**src/rtl/loba_div.sv**
```systemverilog
// Leading-one-based approximate divider: K-bit segments of A and B are divided
// bit-serially, then the quotient is rescaled by the difference of the segment shifts.
module loba_div #(
    parameter int unsigned N = 16,
    parameter int unsigned K = 4
) (
    input  logic         clk,
    input  logic         rst,
    input  logic         in_valid,
    output logic         in_ready,
    input  logic [N-1:0] A,
    input  logic [N-1:0] B,
    output logic         out_valid,
    input  logic         out_ready,
    output logic [N-1:0] Q,
    output logic         dz
);

    localparam int unsigned KW = $clog2(N);
    localparam int unsigned EW = KW + 2;
    localparam int unsigned QW = 2 * K;
    localparam int unsigned CW = $clog2(QW);

    typedef enum logic [2:0] {
        S_IDLE,
        S_NORM,
        S_DIV,
        S_SHIFT,
        S_DONE
    } state_e;

    state_e state_q, state_d;

    logic [N-1:0]  a_q, a_d, b_q, b_d;
    logic [QW-1:0] num_q, num_d;
    logic [K-1:0]  bh_q, bh_d, rem_q, rem_d;
    logic [KW-1:0] ka_q, ka_d, kb_q, kb_d;
    logic          bz_q, bz_d;
    logic [CW-1:0] cnt_q, cnt_d;
    logic [N-1:0]  res_q, res_d;
    logic          dz_q, dz_d;

    logic [K:0]    rem_sh;
    logic          div_ge;
    logic [K-1:0]  div_rem;
    logic [EW-1:0] e, e_mag;
    logic [N-1:0]  q_ext, shifted;

    // Truncation shift of x: leading-one index minus (K-1), floored at zero.
    function automatic logic [KW-1:0] seg_shift(input logic [N-1:0] x);
        logic [KW-1:0] k;
        k = '0;
        for (int i = 0; i < N; i++) begin
            if (x[i]) k = KW'(i);
        end
        seg_shift = (k >= KW'(K - 1)) ? k - KW'(K - 1) : '0;
    endfunction

    function automatic logic [K-1:0] seg_val(input logic [N-1:0] x);
        seg_val = K'(x >> seg_shift(x));
    endfunction

    always_ff @(posedge clk) begin
        if (rst) state_q <= S_IDLE;
        else     state_q <= state_d;
    end

    always_comb begin
        state_d = state_q;
        case (state_q)
            S_IDLE:  if (in_valid) state_d = S_NORM;
            // A zero divisor bypasses DIV; SHIFT loads the all-ones result
            S_NORM:  state_d = (b_q == '0) ? S_SHIFT : S_DIV;
            S_DIV:   if (cnt_q == CW'(QW - 1)) state_d = S_SHIFT;
            S_SHIFT: state_d = S_DONE;
            S_DONE:  if (out_ready) state_d = S_IDLE;
            default: state_d = S_IDLE;
        endcase
    end

    always_comb begin
        in_ready  = (state_q == S_IDLE) && !rst;
        out_valid = (state_q == S_DONE);
    end

    // One restoring-division step and the signed rescale of the quotient.
    always_comb begin
        rem_sh  = {rem_q, num_q[QW-1]};
        div_ge  = (rem_sh >= {1'b0, bh_q});
        div_rem = div_ge ? K'(rem_sh - {1'b0, bh_q}) : K'(rem_sh);
        e       = EW'(ka_q) - EW'(kb_q) - EW'(K);
        e_mag   = EW'(0) - e;
        q_ext   = N'(num_q);
        shifted = e[EW-1] ? (q_ext >> e_mag) : (q_ext << e);
    end

    always_comb begin
        a_d   = a_q;
        b_d   = b_q;
        num_d = num_q;
        bh_d  = bh_q;
        rem_d = rem_q;
        ka_d  = ka_q;
        kb_d  = kb_q;
        bz_d  = bz_q;
        cnt_d = cnt_q;
        res_d = res_q;
        dz_d  = dz_q;
        case (state_q)
            S_IDLE: begin
                if (in_valid) begin
                    a_d = A;
                    b_d = B;
                end
            end
            S_NORM: begin
                num_d = {seg_val(a_q), {K{1'b0}}};
                bh_d  = seg_val(b_q);
                ka_d  = seg_shift(a_q);
                kb_d  = seg_shift(b_q);
                bz_d  = (b_q == '0);
                rem_d = '0;
                cnt_d = '0;
            end
            S_DIV: begin
                num_d = {num_q[QW-2:0], div_ge};
                rem_d = div_rem;
                cnt_d = cnt_q + CW'(1);
            end
            S_SHIFT: begin
                res_d = bz_q ? '1 : shifted;
                dz_d  = bz_q;
            end
            default: ;
        endcase
    end

    always_ff @(posedge clk) begin
        if (rst) begin
            a_q   <= '0;
            b_q   <= '0;
            num_q <= '0;
            bh_q  <= '0;
            rem_q <= '0;
            ka_q  <= '0;
            kb_q  <= '0;
            bz_q  <= 1'b0;
            cnt_q <= '0;
            res_q <= '0;
            dz_q  <= 1'b0;
        end else begin
            a_q   <= a_d;
            b_q   <= b_d;
            num_q <= num_d;
            bh_q  <= bh_d;
            rem_q <= rem_d;
            ka_q  <= ka_d;
            kb_q  <= kb_d;
            bz_q  <= bz_d;
            cnt_q <= cnt_d;
            res_q <= res_d;
            dz_q  <= dz_d;
        end
    end

    assign Q  = res_q;
    assign dz = dz_q;

endmodule

```
**config.mk**
```make
export PLATFORM = sky130hd
export DESIGN_NAME = loba_div
export DESIGN_NICKNAME = d
export VERILOG_FILES = /design/src/rtl/loba_div.sv
export SDC_FILE = /design/constraint.sdc
export NUM_CORES = 1
export LEC_CHECK = 0
export ABC_CLOCK_PERIOD_IN_PS = 3500
export CELL_PAD_IN_SITES_DETAIL_PLACEMENT = 0
export CELL_PAD_IN_SITES_GLOBAL_PLACEMENT = 1
export CORE_MARGIN = 2
export CORE_UTILIZATION = 40
export CTS_BUF_LIST = sky130_fd_sc_hd__clkbuf_4 sky130_fd_sc_hd__clkbuf_8
export DETAILED_ROUTE_END_ITERATION = 10
export MAX_ROUTING_LAYER = met4
export PLACE_DENSITY_LB_ADDON = 0.1
export SYNTH_ARGS = -nofsm -noshare
export SYNTH_HDL_FRONTEND = slang
export SYNTH_SLANG_ARGS = --single-unit
```
**constraint.sdc**
```tcl
create_clock -name clk -period 3.5 [get_ports clk]
set_input_delay 0.35 -clock clk [delete_from_list [all_inputs] [get_ports clk]]
set_output_delay 0.35 -clock clk [all_outputs]
set_load 0.05 [all_outputs]
```
## After elaboration in Yosys (flattened, before gate mapping)

Cells that the tools add are included.

| cells by class | value |
|---|---|
| eq/ne operators | 8 |
| mux-type cells | 45 |
| add/subtract/negate cells | 7 |
| reductions and logical operators | 7 |
| shift operators | 4 |
| order comparisons | 3 |

Operators with widths:

| cell | count |
|---|---|
| 2-to-1 mux 4 bit | 33 |
| 2-to-1 mux 16 bit | 2 |
| >> shifter 16 x 4 -> 4 bit | 2 |
| zero test 16 bit | 1 |
| case mux 8 bit (2 select lines) | 1 |
| left shift 8 x 6 -> 16 bit | 1 |
| >> shifter 8 x 6 -> 16 bit | 1 |
| case mux 3 bit (5 select lines) | 1 |
| 2-to-1 mux 3 bit | 3 |
| >= comparator 4 x 2 -> 1 bit (second input constant) | 2 |
| case mux 4 bit (2 select lines) | 1 |
| subtractor 4 x 2 -> 4 bit (second input constant) | 2 |
| equality test 3 x 2 -> 1 bit (second input constant) | 2 |
| equality test 3 bit (second input constant) | 2 |
| case mux 3 bit (2 select lines) | 1 |
| subtractor 1 x 6 -> 6 bit (first input constant) | 1 |
| subtractor 5 x 4 -> 6 bit (second input constant) | 1 |
| >= comparator 5 x 4 -> 1 bit | 1 |
| subtractor 4 x 4 -> 5 bit | 1 |
| != test 2 bit (second input constant) | 2 |
| subtractor 4 bit | 1 |
| adder 3 x 1 -> 3 bit (second input constant) | 1 |
| equality test 3 x 1 -> 1 bit (second input constant) | 1 |
| zero test 3 bit | 1 |
| 7 further kinds | 9 |

| storage, ports and cells | value |
|---|---|
| logic and storage cells | 86 |
| output and inout port bits | 19 |
| input bits | 36 |
| register bits | 80 |

## Depth between registers and ports, before layout

Gate-level depths: netlist (run 1).

| depth | value |
|---|---|
| word-level depth | 20 |
| mapped depth | 15 |
| depth with buffers taken out | 14 |

## Worst setup path before layout (run 1)

Ideal clock, no wire load.

| timing | value |
|---|---|
| path type | register to register |
| start | register ka_q[0] |
| end | register res_q[5], in the netlist Q[5] |
| data arrival time | 3,035 ps |
| setup slack | 343 ps |
| required time | 3,377 ps |
| stages on the path, launching flop included | 16 |
| clock period less this slack | 3,157 ps |
| buffers on the path | 2 |
| setup time | 123 ps |
| cells stage by stage | dfxtp_1 > inv_1 > ha_1 > inv_1 > fa_1 > xor2_2 > clkbuf_1 > ha_1 > clkbuf_1 > inv_1 > nand3b_1 > a21oi_1 > o21a_1 > and2_1 > a221oi_1 > nor2_1 |

| between the ends | value |
|---|---|
| word-level cells in the longest chain between the ends | 6 |
| elaborated cells between the ends (all ways) | 7 |
| those cells by class | 3 x add/sub; 2 x shift; 2 x mux |

RTL lines:

| item | line | source |
|---|---|---|
| from (decl) | 37 | `logic [KW-1:0] ka_q, ka_d, kb_q, kb_d;` |
| from (signal assigned) | 157 | `ka_q <= ka_d;` |
| subtractor 4 x 4 -> 5 bit * | 91 | `e = EW'(ka_q) - EW'(kb_q) - EW'(K);` |
| subtractor 5 x 4 -> 6 bit * | 91 |  |
| subtractor 1 x 6 -> 6 bit | 92 | `e_mag = EW'(0) - e;` |
| >> shifter 8 x 6 -> 16 bit | 94 | `shifted = e[EW-1] ? (q_ext >> e_mag) : (q_ext << e);` |
| 2-to-1 mux 16 bit * | 94 |  |
| 2-to-1 mux 16 bit * | 131 | `res_d = bz_q ? '1 : shifted;` |
| to (signal assigned) | 161 | `res_q <= res_d;` |
| to (decl) | 40 | `logic [N-1:0] res_q, res_d;` |

Mark *: on every way between the ends. The rest lies on a longest branch, timed or not.
A chain may end at the register's enable or synchronous reset.

## Final worst setup path (run 1)

| timing | value |
|---|---|
| start | register b_q[7] |
| end | register bh_q[1] |

| between the ends | value |
|---|---|
| word-level cells in the longest chain between the ends | 13 |
| elaborated cells between the ends (all ways) | 14 |
| those cells by class | 1 x add/sub; 1 x order compare; 1 x shift; 11 x mux |

RTL lines:

| item | line | source |
|---|---|---|
| from (decl) | 34 | `logic [N-1:0] a_q, a_d, b_q, b_d;` |
| from (signal assigned) | 141 | `b_q <= '0;` |
| from (signal assigned) | 153 | `b_q <= b_d;` |
| 2-to-1 mux 4 bit (9 in a row) | 54 | `if (x[i]) k = KW'(i);` |
| 2-to-1 mux 4 bit | 109 | `case (state_q)` |
| subtractor 4 x 2 -> 4 bit / >= comparator 4 x 2 -> 1 bit (equally long branches) | 56 | `seg_shift = (k >= KW'(K - 1)) ? k - KW'(K - 1) : '0;` |
| 2-to-1 mux 4 bit | 56 |  |
| >> shifter 16 x 4 -> 4 bit * | 60 | `seg_val = K'(x >> seg_shift(x));` |
| to (signal assigned) | 155 | `bh_q <= bh_d;` |
| to (decl) | 36 | `logic [K-1:0] bh_q, bh_d, rem_q, rem_d;` |

Mark *: on every way between the ends. The rest lies on a longest branch, timed or not. The select of a mux whose other input is x is not followed.

==> flow_summary.json, run 1 <==
{
  "power_frac_clock_pct": 22.5,
  "synth_top_area_share_pct": 29.00,
  "hold_path.class": "primary input to register",
  "multi_input_area_mm2": 0.003535,
  "wl_per_cell_um": 16.15,
  "period_minus_slack_ns": 3.257,
  "drc_errors": 0,
  "wl_mm": 15.03,
  "finalHoldViolCount": 0,
  "seqCellArea_mm2": 0.001602,
  "worst_path_max_delay_cell": "or3_1",
  "max_stage_delay_ns": 0.40,
  "end_kind": "register",
  "antenna_left": 0,
  "post-route-util_pct": 47.54,
  "path_class": "register to register",
  "cts_buffers": 9,
  "synth-edff-count": 0,
  "synth.area.top_cells": "dfxtp_1 (29%), nand2_1 (7.5%), a21oi_1 (7.4%)",
  "grt_pass1_wl_mm": 24.60,
  "grt_setup_unrepaired": "no",
  "clkSlewWorstSetupHoldPaths_ns": 0.09,
  "fin_ws_ns": 0.2431,
  "switchingPower_mw": 1.480,
  "cts.repair.resized": 0,
  "p_int_mw": 2.063,
  "layout-drive-gt1-share_pct": 9.404,
  "path_cells": "or3_1 -> o211ai_2 -> nand2_1 -> ha_1 -> nor4_4 -> nand2b_1 -> mux2i_1 -> mux2i_1 -> mux2_2 -> o211ai_2 -> a21oi_1",
  "yosysUniqueCellTypes": 82,
  "vdd_ir_drop_max_mv": 0.2930,
  "cts_max_level": 3,
  "combPwrFrac_pct": 47.8,
  "dp_cells": 915,
  "drt_pass1_iterations": 5,
  "cts_tree": "done",
  "num-fill-cells": 1372,
  "syn-num-nets": 774,
  "clockBufferDepth": 2,
  "die_h_um": 121.5,
  "seq_area_frac_synth_pct": 29.00,
  "dp_hpwl_mm": 11.00,
  "crit_required_ns": 3.74,
  "setup_tns_ns": 0,
  "grt_max_degree": 63,
  "grt_pass1_vias": 4856,
  "post_cts_buffers": 0,
  "place_area_mm2": 0.006121,
  "finalNonFillerCells": 931,
  "finalCritPeriodShare_pct": 93.05,
  "final_net_count": 803,
  "grtUsageTotal_pct": 21.65,
  "syn_avg_cell_area_um2": 7.660,
  "place_ws_ns": 0.2524,
  "worstSkewPairLatency_ns": 0.38,
  "cts-root-buf": "clkbuf_8",
  "path_buf_inv": 0,
  "synth_ff_type": "dfxtp_1",
  "netlist_instances": 721,
  "p_seq_share_pct": 29.7,
  "ys_async_sr_fraction_pct": 0,
  "design.core.area_mm2": 0.01335,
  "ctsHoldBuffers": 0,
  "max_freq_ghz": 0.3070,
  "diodes": 0,
  "die_w_um": 121.5,
  "powerDensity_mw_per_mm2": 558.3,
  "status": "complete, no violations",
  "vias": 5238,
  "synth_top_area_cell": "dfxtp_1",
  "final_common_cell": "nand2_1",
  "die_area_mm2": 0.01476,
  "drv_slew": 0,
  "antenna_found_initial": 0,
  "area_growth_pct": 14.91,
  "finalSetupViolCount": 0,
  "leakage_nw": 2.408,
  "ios": 55,
  "via_per_inst": 5.626,
  "final_cell_mix": "nand2_1 (110), nor2_1 (82), a21oi_1 (82)",
  "crit_family": "simple AND/OR/NAND/NOR gates",
  "start_util_pct": 41.38,
  "io_buffers": 54,
  "skew_ns": 0.006629,
  "grt-ovfl-total": 0,
  "maxCapViolCount": 0,
  "worst_slew_pin_slew_ns": 0.7298,
  "netlist_area_mm2": 0.005523,
  "path_max_fanout": 8,
  "synth_seq_cells": 80,
  "cp.arrival_ns": 3.50,
  "drtIter0Drc": 318,
  "swShare_pct": 41.78,
  "yosysWarnings": 0,
  "cts_sinks": 80,
  "worst_setup_path_start_kind": "register",
  "relSlewSlack_pct": 50.99,
  "final_cell_area_mm2": 0.006346,
  "row_count": 42,
  "place_congestion": 0.8951
}
==> Yosys cell counts, types with 3 or more instances <==
library cell / instances
or4_4: 3
a221oi_1: 8
clkbuf_8: 4
nand2b_1: 12
mux2i_1: 32
mux4_2: 5
o21a_1: 4
a211oi_1: 8
o21ai_1: 7
xnor2_1: 4
a31oi_1: 7
dfxtp_1: 80
and3_1: 4
nand2_1: 110
inv_1: 24
buf_2: 4
mux2_2: 10
o311ai_0: 4
a21o_1: 9
nand3b_1: 3
nor2b_1: 7
o21ai_0: 37
nor4_1: 7
ha_1: 15
o221ai_1: 3
nand3_1: 8
a22oi_1: 11
o22ai_1: 7
or3_1: 3
and2_1: 4
clkbuf_1: 37
nor2_1: 82
a21oi_1: 82
nor3_1: 12
or4_1: 3
==> stage by stage <==
| step | hold slack [ns] | total power, mW |
|---|---|---|
| 5_1_grt | 0.2193 | 3.793 |
| 6_report | 0.2294 | 3.543 |
| 3_3_place_gp | 0.4522 | 2.742 |
| 4_1_cts | 0.2129 | 3.565 |
| 2_1_floorplan | 0.4357 | 2.426 |
| 3_5_place_dp | 0.4516 | 2.756 |
==> cell type report <==
cell class              count  area share (%)
inverters                  27           1.597
flip-flops and latches     80           25.24
well taps                 176           3.470
repair buffers             71           10.45
clock inverters             6           1.479
multi-input cells         561           55.70
clock buffers              10           2.070
==> routing by layer <==
layer	vias to the layer above	global-route usage, %	part of all wire, %	wire length (µm)
met5	-	-	0	0
met1	2429	28.09	47	7132
met2	137	33.88	46	6940
met4	0	8.190	2.8	415
li1	2643	-	-	-
met3	29	3.665	3.6	545
==> state kept, by name, indices dropped and copies added, names as in the netlist <==
register and flops:
num_q 8, rem_q 4, bz_q 1, dz 1
ka_q 4, a_q 16, state_q 3, cnt_q 3
b_q 16, Q 16, kb_q 4, bh_q 4
==> cell families after synthesis <==
kind of cell / after synthesis / share of synthesized area, %
AND/OR/NAND/NOR: 271 / 22.70
flip-flops: 80 / 29.00
XOR/XNOR: 5 / 0.9289
adder cells (fa/ha/maj): 17 / 4.123
buffers and inverters: 80 / 7.204
multiplexers: 50 / 10.99
AO/OA/AOI/OAI: 218 / 25.06
==> path summary, 6_finish.rpt <==
kind,start,end,slack (ns),cells past startpoint
min reg2reg,bh_q[1]$_SDFFE_PP0P_,bh_q[1]$_SDFFE_PP0P_,0.46,2
max reg2reg,b_q[7]$_SDFFE_PP0P_,bh_q[1]$_SDFFE_PP0P_,0.24,11
max,b_q[7]$_SDFFE_PP0P_,bh_q[1]$_SDFFE_PP0P_,0.24,11
min,rst,state_q[0]$_SDFFE_PP0P_,0.23,2
==> power groups by stage <==
stage / Sequential [mW] / Clock [mW] / Combinational [mW]
floorplan: 1.05 / 0 / 1.37
global placement: 1.07 / 0 / 1.67
detailed placement: 1.07 / 0 / 1.68
CTS: 1.05 / 0.822 / 1.69
global route: 1.06 / 0.855 / 1.87
finish: 1.05 / 0.796 / 1.69
Note: power is estimated with default switching activity, not from simulation.
==> run 2: changes to the inputs <==
Settings changed: ABC_CLOCK_PERIOD_IN_PS 3500 to 3900.
Clock period 3.5 ns to 3.9 ns, I/O delays scaled along.
==> flow_summary.json, run 2 (same netlist as run 1, synthesis figures left out) <==
{
  "drtIter0Drc": 293,
  "cts-root-buf": "clkbuf_8",
  "period_minus_slack_ns": 3.262,
  "hold_path.class": "register to register",
  "row_count": 42,
  "clockBufferDepth": 2,
  "design.core.area_mm2": 0.01335,
  "antenna_left": 0,
  "end_kind": "register",
  "start_util_pct": 41.38,
  "dp_cells": 912,
  "powerDensity_mw_per_mm2": 492.8,
  "die_w_um": 121.5,
  "path_cells": "or3_1 -> o211ai_2 -> nand2_1 -> ha_1 -> nand2b_1 -> mux2i_1 -> mux2i_1 -> mux2_2 -> o211ai_2 -> a21oi_1",
  "die_h_um": 121.5,
  "cts_sinks": 80,
  "ctsHoldBuffers": 0,
  "finalNonFillerCells": 928,
  "grt_pass1_wl_mm": 23.89,
  "skew_ns": 0.009348,
  "vias": 5215,
  "setup_tns_ns": 0,
  "post-route-util_pct": 47.23,
  "relSlewSlack_pct": 49.70,
  "io_buffers": 54,
  "path_class": "register to register",
  "place_area_mm2": 0.006098,
  "maxCapViolCount": 0,
  "hold_slack_ns": 0.4591,
  "final_cell_mix": "nand2_1 (110), nor2_1 (82), a21oi_1 (82)",
  "worst_path_max_delay_cell": "ha_1",
  "worst_setup_path_start_kind": "register",
  "max_stage_delay_ns": 0.68,
  "finalSetupViolCount": 0,
  "cts.repair.resized": 0,
  "layout-drive-gt1-share_pct": 9.043,
  "ios": 55,
  "place_congestion": 0.8865,
  "worstSkewPairLatency_ns": 0.38,
  "clkSlewWorstSetupHoldPaths_ns": 0.08,
  "drv_slew": 0,
  "wl_mm": 14.35,
  "final_common_cell": "nand2_1",
  "diodes": 0,
  "post_cts_buffers": 0,
  "antenna_found_initial": 0,
  "num-fill-cells": 1403,
  "crit_required_ns": 4.16,
  "via_per_inst": 5.620,
  "path_max_fanout": 15,
  "cp.arrival_ns": 3.52,
  "drc_errors": 0,
  "vdd_ir_drop_max_mv": 0.1881,
  "grtUsageTotal_pct": 20.74,
  "cts_buffers": 9,
  "max_freq_ghz": 0.3066,
  "final_net_count": 800,
  "cts_tree": "done",
  "finalHoldViolCount": 0,
  "worst_slew_pin_slew_ns": 0.7545,
  "cts_max_level": 3,
  "grt_max_degree": 39,
  "final_cell_area_mm2": 0.006305,
  "grt_setup_unrepaired": "no",
  "dp_hpwl_mm": 10.63,
  "wl_per_cell_um": 15.46,
  "finalCritPeriodShare_pct": 83.63,
  "grt-ovfl-total": 0,
  "status": "complete, no violations",
  "grt_pass1_vias": 4824,
  "area_growth_pct": 14.16,
  "drt_pass1_iterations": 7,
  "leakage_nw": 2.383,
  "die_area_mm2": 0.01476
}
-- run 2: cell count changes in the layout (fill, tap and decap cells not counted) --
cell / delta
clkinv_4: -3
bufinv_16: -1
clkbuf_8: +2
buf_4: -3
clkinv_2: +2
clkinvlp_4: +1
clkbuf_4: -1
-- run 2: worst max-delay path, delay by kind of cell, from the launching register on --
| kind | cells | cell delay, ns |
|---|---|---|
| compound gates | 3 | 0.51 |
| mux | 3 | 0.66 |
| flops | 1 | 0.39 |
| fa+ha+maj | 1 | 0.68 |
| simple gates | 3 | 0.91 |
-- run 2: report_power, final --
part | internal, mW | switching (mW) | leakage (nW)
clock network | 0.328 | 0.322 | 0.101
registers | 0.871 | 0.0745 | 0.652
logic | 0.613 | 0.899 | 1.63
total | 1.81 | 1.30 | 2.38
-- run 2: worst paths after layout --
check	start	end	slack (ns)	cells after the start
setup / recovery	b_q[7]$_SDFFE_PP0P_	bh_q[1]$_SDFFE_PP0P_	0.64	10
hold / removal	a_q[0]$_SDFFE_PP0P_	a_q[0]$_SDFFE_PP0P_	0.46	2
setup reg to reg	b_q[7]$_SDFFE_PP0P_	bh_q[1]$_SDFFE_PP0P_	0.64	10
hold reg to reg	a_q[0]$_SDFFE_PP0P_	a_q[0]$_SDFFE_PP0P_	0.46	2
-- run 2: area by class of cell --
class / count / area (µm²) / area share [%]
clock inverter: 5 / 55.05 / 0.8732
multi-input combinational: 561 / 3535 / 56.06
tap: 176 / 220.2 / 3.493
inverter: 27 / 101.3 / 1.607
timing repair buffer: 68 / 640.6 / 10.16
clock buffer: 11 / 151.4 / 2.401
sequential: 80 / 1602 / 25.40
-- run 2: per-stage QoR --
step / power (mW) / worst slack (ns)
after CTS: 3.125 / 0.6561
final: 3.107 / 0.6384
after floorplan: 2.177 / 0.7427
after global placement: 2.460 / 0.7474
after global routing: 3.339 / 0.4401
after detailed placement: 2.466 / 0.6665
-- run 2: routing by layer --
| layer | vias up | GRT usage, % | routed length, µm |
|---|---|---|---|
| met1 | 2448 | 27.29 | 6957 |
| met3 | 21 | 3.900 | 544 |
| li1 | 2630 | - | - |
| met2 | 116 | 31.92 | 6547 |
| met4 | 0 | 7.471 | 301 |
| met5 | - | - | 0 |
